File: src/rtl/hazard_unit.sv
// ---------------------------------------------------------------------------
// hazard_unit
//   Hazard and scheduling unit for a 5-stage ARM pipeline (F/D/E/M/W).
//
//   It keeps its own scoreboard copy of each in-flight instruction's
//   destination register and write/load/PC-write flags. From that copy it
//   derives the Execute-stage forwarding selects, the F/D stall, and the
//   D/E flush for load-use, PC-write and taken-branch hazards. It also keeps
//   saturating stall and flush performance counters.
//
// Ports
//   clk, reset         clock and synchronous active-high reset
//   RA1D, RA2D, WA3D   Decode source and destination register numbers
//   RegWriteD          Decode instruction writes the register file
//   MemtoRegD          Decode instruction is a load
//   PCSrcD             Decode instruction writes R15
//   CondExE            condition passes for the instruction in Execute
//   BranchTakenE       branch in Execute is taken
//   ForwardAE/BE       SrcA/SrcB select: 00 regfile, 01 ResultW, 10 ALUResultM
//   StallF, StallD     hold the PC register and the F/D register
//   FlushD, FlushE     clear F/D, and clear the D/E control bits
//   PCSrcW             scoreboard PC-write bit in Writeback
//   StallCount         saturating count of cycles with StallF=1
//   FlushCount         saturating count of cycles with BranchTakenE=1
// ---------------------------------------------------------------------------
module hazard_unit #(
    parameter int CNT_W = 16
) (
    input  logic             clk,
    input  logic             reset,
    input  logic [3:0]       RA1D,
    input  logic [3:0]       RA2D,
    input  logic [3:0]       WA3D,
    input  logic             RegWriteD,
    input  logic             MemtoRegD,
    input  logic             PCSrcD,
    input  logic             CondExE,
    input  logic             BranchTakenE,
    output logic [1:0]       ForwardAE,
    output logic [1:0]       ForwardBE,
    output logic             StallF,
    output logic             StallD,
    output logic             FlushD,
    output logic             FlushE,
    output logic             PCSrcW,
    output logic [CNT_W-1:0] StallCount,
    output logic [CNT_W-1:0] FlushCount
);

    // Execute-stage scoreboard entry
    logic [3:0] ra1_e_q, ra1_e_d;
    logic [3:0] ra2_e_q, ra2_e_d;
    logic [3:0] wa3_e_q, wa3_e_d;
    logic       regwr_e_q, regwr_e_d;
    logic       memtoreg_e_q, memtoreg_e_d;
    logic       pcwr_e_q, pcwr_e_d;
    // Memory-stage entry. The load flag is not kept here because nothing
    // reads it once the instruction has left Execute.
    logic [3:0] wa3_m_q, wa3_m_d;
    logic       regwr_m_q, regwr_m_d;
    logic       pcwr_m_q, pcwr_m_d;
    // Writeback-stage entry
    logic [3:0] wa3_w_q, wa3_w_d;
    logic       regwr_w_q, regwr_w_d;
    logic       pcwr_w_q, pcwr_w_d;
    // Performance counters
    logic [CNT_W-1:0] stall_cnt_q, stall_cnt_d;
    logic [CNT_W-1:0] flush_cnt_q, flush_cnt_d;

    logic ldr_stall;
    logic pcwr_pend;

    // R15 is never forwarded: the datapath supplies PC+8 for it.
    // A match in Memory beats a match in Writeback because it is the younger write.
    function automatic logic [1:0] fwd_sel(input logic [3:0] ra,
                                           input logic [3:0] wa_m, input logic rw_m,
                                           input logic [3:0] wa_w, input logic rw_w);
        if (ra == 4'd15)               return 2'b00;
        else if (rw_m && (ra == wa_m)) return 2'b10;
        else if (rw_w && (ra == wa_w)) return 2'b01;
        else                           return 2'b00;
    endfunction

    always_comb begin
        // The load-use check is not gated by CondExE: a failed-condition
        // load still costs its bubble.
        ldr_stall = memtoreg_e_q & regwr_e_q & ((RA1D == wa3_e_q) | (RA2D == wa3_e_q));
        pcwr_pend = PCSrcD | (pcwr_e_q & CondExE) | pcwr_m_q;

        // While reset is asserted, every hazard output is held low in the same cycle.
        ForwardAE = 2'b00;
        ForwardBE = 2'b00;
        StallF    = 1'b0;
        StallD    = 1'b0;
        FlushD    = 1'b0;
        FlushE    = 1'b0;
        if (!reset) begin
            ForwardAE = fwd_sel(ra1_e_q, wa3_m_q, regwr_m_q, wa3_w_q, regwr_w_q);
            ForwardBE = fwd_sel(ra2_e_q, wa3_m_q, regwr_m_q, wa3_w_q, regwr_w_q);
            StallF    = ldr_stall | pcwr_pend;
            StallD    = ldr_stall;
            FlushD    = pcwr_pend | pcwr_w_q | BranchTakenE;
            FlushE    = ldr_stall | BranchTakenE;
        end

        // Execute loads a bubble when flushed. It is never stalled.
        ra1_e_d      = FlushE ? 4'd0 : RA1D;
        ra2_e_d      = FlushE ? 4'd0 : RA2D;
        wa3_e_d      = FlushE ? 4'd0 : WA3D;
        regwr_e_d    = FlushE ? 1'b0 : RegWriteD;
        memtoreg_e_d = FlushE ? 1'b0 : MemtoRegD;
        pcwr_e_d     = FlushE ? 1'b0 : PCSrcD;

        // A failed condition turns the instruction into a no-op from Memory onward.
        wa3_m_d   = wa3_e_q;
        regwr_m_d = regwr_e_q & CondExE;
        pcwr_m_d  = pcwr_e_q & CondExE;

        wa3_w_d   = wa3_m_q;
        regwr_w_d = regwr_m_q;
        pcwr_w_d  = pcwr_m_q;

        // The counters saturate at all-ones.
        stall_cnt_d = stall_cnt_q;
        flush_cnt_d = flush_cnt_q;
        if (StallF && (stall_cnt_q != {CNT_W{1'b1}}))
            stall_cnt_d = stall_cnt_q + 1'b1;
        if (!reset && BranchTakenE && (flush_cnt_q != {CNT_W{1'b1}}))
            flush_cnt_d = flush_cnt_q + 1'b1;
    end

    always_ff @(posedge clk) begin
        if (reset) begin
            ra1_e_q      <= 4'd0;
            ra2_e_q      <= 4'd0;
            wa3_e_q      <= 4'd0;
            regwr_e_q    <= 1'b0;
            memtoreg_e_q <= 1'b0;
            pcwr_e_q     <= 1'b0;
            wa3_m_q      <= 4'd0;
            regwr_m_q    <= 1'b0;
            pcwr_m_q     <= 1'b0;
            wa3_w_q      <= 4'd0;
            regwr_w_q    <= 1'b0;
            pcwr_w_q     <= 1'b0;
            stall_cnt_q  <= '0;
            flush_cnt_q  <= '0;
        end else begin
            ra1_e_q      <= ra1_e_d;
            ra2_e_q      <= ra2_e_d;
            wa3_e_q      <= wa3_e_d;
            regwr_e_q    <= regwr_e_d;
            memtoreg_e_q <= memtoreg_e_d;
            pcwr_e_q     <= pcwr_e_d;
            wa3_m_q      <= wa3_m_d;
            regwr_m_q    <= regwr_m_d;
            pcwr_m_q     <= pcwr_m_d;
            wa3_w_q      <= wa3_w_d;
            regwr_w_q    <= regwr_w_d;
            pcwr_w_q     <= pcwr_w_d;
            stall_cnt_q  <= stall_cnt_d;
            flush_cnt_q  <= flush_cnt_d;
        end
    end

    assign PCSrcW     = pcwr_w_q;
    assign StallCount = stall_cnt_q;
    assign FlushCount = flush_cnt_q;

endmodule

File: config.mk
export PLATFORM = sky130hd
export DESIGN_NAME = hazard_unit
export DESIGN_NICKNAME = d
export VERILOG_FILES = /design/src/rtl/hazard_unit.sv
export SDC_FILE = /design/constraint.sdc
export NUM_CORES = 1
export LEC_CHECK = 0
export ABC_CLOCK_PERIOD_IN_PS = 4100
export CAP_MARGIN = 20
export CORE_MARGIN = 3
export CORE_UTILIZATION = 54
export CTS_CLUSTER_DIAMETER = 120
export CTS_CLUSTER_SIZE = 28
export DETAILED_ROUTE_END_ITERATION = 10
export PLACE_DENSITY = 0.81
export REMOVE_ABC_BUFFERS = 1
export SLEW_MARGIN = 0
export SYNTH_ARGS = -nofsm -noshare
export SYNTH_HDL_FRONTEND = slang
export SYNTH_SLANG_ARGS = --single-unit
File: constraint.sdc
create_clock -name clk -period 4.1 [get_ports clk]
set_clock_uncertainty 0.15 [all_clocks]
set_input_delay 0.41 -clock clk [delete_from_list [all_inputs] [get_ports clk]]
set_output_delay 0.41 -clock clk [all_outputs]
set_load 0.01 [all_outputs]
==> flow_summary_export.csv <==
group,metric,value,unit
synth,synth_top_area_cell,"dfxtp_1",
sta,tns,0,ns
clock_tree,cts_resized,0,
detailed_routing,vias,2225,
grt,grt_pass1_wl,9.34,mm
pwr,finalPower,1150,µW
grt,grt-ovfl-total,0,
synth,syn_inst,288,
clock_tree,cts_max_level,3,
worst_setup_path,r2r_end,"StallCount[1]",
clock_tree,ctsHoldBuffers,0,
synth,synth_cell_types,43,
hold_path,min_path_cells,1,
detailed_routing,top_layer,"met4",
run_status,outcome,"complete, no violations",
clock_tree,clkSinkCount,59,
sta,max_freq,0.361,GHz
clock_tree,cts-root-buf,"clkbuf_8",
synth,ys.warnings.count,0,
layout,seq_area,1180,µm²
layout,multiInputGateArea,1390,µm²
worst_setup_path,rrSetupSlack,1.93,ns
sta,setup-violations-final,0,
placement,portBuffers,59,
synth,ys_ff_latch,59,
detailed_routing,dr_wl_met3,380,µm
detailed_routing,route.met2.wl,2.46,mm
worst_setup_path,r2r_start,"StallCount[0]",
pwr,p_leak,0.00129,µW
synth,synthArstFlopShare,0,
clock_tree,clk_pin_slew,0.06,ns
grt,grt_pass1_vias,2102,
layout,area_growth,31.0,%
synth,synth_edf_count,0,
sta,rsz0062_at_grt,"false",
detailed_routing,drc_errors,0,
layout,fin_nets,371,
grt,antenna_found_initial,0,
floorplanning,die_width,75.8,µm
floorplanning,io_pins,60,
worst_setup_path,crit_fanout,11,
clock_tree,numCtsBuffers,9,
worst_setup_path,rr_worst_depth,6,
sta,max_slew.worst_pin.slew,0.613,ns
synth,avgSynthCellArea,9.14,µm²
synth,netlist_top_cells_area,"dfxtp_1 45%, xnor2_1 7.3%, xor2_1 6.3%",
synth,synth_common_cells,"59 x dfxtp_1, 36 x nor2_1, 22 x xnor2_1",
detailed_routing,routed_via_density,5.30,
worst_setup_path,cp-start-kind,"input pin",
layout,drive_above_1_share,0.0761,
floorplanning,initial_utilization,0.580,
sta,slew_violations,0,
worst_setup_path,crit_path_end_kind,"output pin",
synth,synth_top_cell_area_share,0.449,
layout,fillers,330,
flow_run,max-cap-violations,0,
placement,hpwl,4.02,mm
detailed_routing,ant_nets,0,
worst_setup_path,cp.arrival,2.21,ns
floorplanning,die_h,75.8,µm
synth,synth.most_common_cell,"dfxtp_1",
detailed_routing,avgRoutedWirePerCell,13.4,µm
clock_tree,clock_latency,0.33,ns
grt,grt_util_all_layers,0.214,
hold_path,hp-start,"pcwr_m_q",
floorplanning,core,4530,µm²
synth,syn_area,2630,µm²
clock_tree,cts_tree,"done",
floorplanning,fp-row-count,24,
detailed_routing,routed_wl,5.65,mm
detailed_routing,dr.pass1.iters,4,
pwr,power.density,333,nW/µm²
sta,period_needed,2.77,ns
worst_setup_path,setup.worst_path.class,"in -> out",
detailed_routing,detail_route.iter0.violations,62,
sta,slew_headroom,0.591,
sta,timing.final.crit_share,0.676,
sta,hold_violations,0,
clock_tree,clock_path_buffers,2,
hold_path,hold_end,"PCSrcW",
layout,n_antenna_cell,0,
clock_tree,cts_setup_buffers,0,
floorplanning,dieArea,5750,µm²
worst_setup_path,worstPathRequired,3.54,ns
hold_path,hold_path.class,"reg -> reg",
pwr,irDropWorstVdd,294,µV
synth,seq_area_frac_synth,0.449,
grt,grt_max_degree,36,
detailed_routing,wl_met1,2.72,mm
synth,synth_flop_cell,"dfxtp_1",
placement,place.gp.congestion,0.802,
-- flip-flops by register name, summed over array words and instances, names as in the netlist, 4 cells and up --
register / flops
FlushCount: 16
StallCount: 16
ra1_e_q: 4
ra2_e_q: 4
wa3_e_q: 4
wa3_m_q: 4
wa3_w_q: 4
-- where the power goes --
part | total (µW) | switching [µW] | internal [µW] | leakage, µW
Combinational | 87.5 | 38.6 | 48.9 | 0.000724
Clock | 459 | 208 | 251 | 0.0000905
Sequential | 602 | 15.7 | 586 | 0.000479
-- critical path: stages --
cell and delay [ns]:
clkdlybuf4s50_1 0.49, xnor2_1 0.12, nand4_1 0.11, a21oi_1 0.16, buf_4 0.21, nor2_1 0.07, nor2_1 0.10, clkdlybuf4s50_1 0.55
-- layout by cell type, fill, tap and decap left out, types with 7 or more instances in the layout --
cell,instances
xnor2_1,22
clkdlybuf4s50_1,58
nand3_1,13
clkbuf_8,11
nand4_1,8
nor2_1,36
o21ai_0,8
nor3_1,7
xor2_1,19
nand2_1,10
nor2b_1,13
a21oi_1,10
dfxtp_1,59
and2_1,15
-- layer usage --
metal | global-route usage | up-vias
met5 | 0 | -
met4 | 0.0835 | 0
met3 | 0.0699 | 12
met2 | 0.324 | 85
met1 | 0.282 | 1012
li1 | - | 1116
-- final cells by class --
type	instances	area share
Multi-Input combinational cell	214	0.403
Sequential cell	59	0.343
Timing Repair Buffer	62	0.176
Clock buffer	14	0.0472
Tap cell	65	0.0236
Inverter	4	0.00436
Clock inverter	2	0.00290
-- worst max path at each step --
stage             from        endpoint  slack [ns]  depth (start not counted)
4_1_cts        RA2D[3]          FlushE        1.31                          8
5_1_grt        RA1D[1]          StallF        1.14                          8
2_1_floorplan  RA1D[1]  StallCount[15]        1.88                          6
6_report       RA1D[1]          StallF        1.33                          8
3_5_place_dp   RA2D[3]          FlushE        1.33                          8
3_3_place_gp   RA2D[3]          FlushE        1.32                          8
-- stage by stage --
step / utilization / cells / hold slack (ns) / setup slack, ns / area (µm²)
after detailed placement: 0.722 / 404 / 0.309 / 1.33 / 3270
after CTS: 0.760 / 420 / 0.321 / 1.31 / 3450
after global routing: 0.760 / 420 / 0.328 / 1.14 / 3450
final: 0.760 / 420 / 0.323 / 1.33 / 3450
after floorplan: - / 277 / 0.289 / 1.88 / 2580
after global placement: 0.722 / 404 / 0.299 / 1.32 / 3270
-- kinds of logic after synthesis --
| kind of cell | synth area share |
|---|---|
| simple gates | 0.284 |
| flops | 0.449 |
| xor+xnor | 0.136 |
| compound gates | 0.0889 |
| buf+inv | 0.0238 |
| mux | 0.00808 |
| fa+ha+maj | 0.00951 |
No activity file was read; power rests on OpenSTA's default activity.
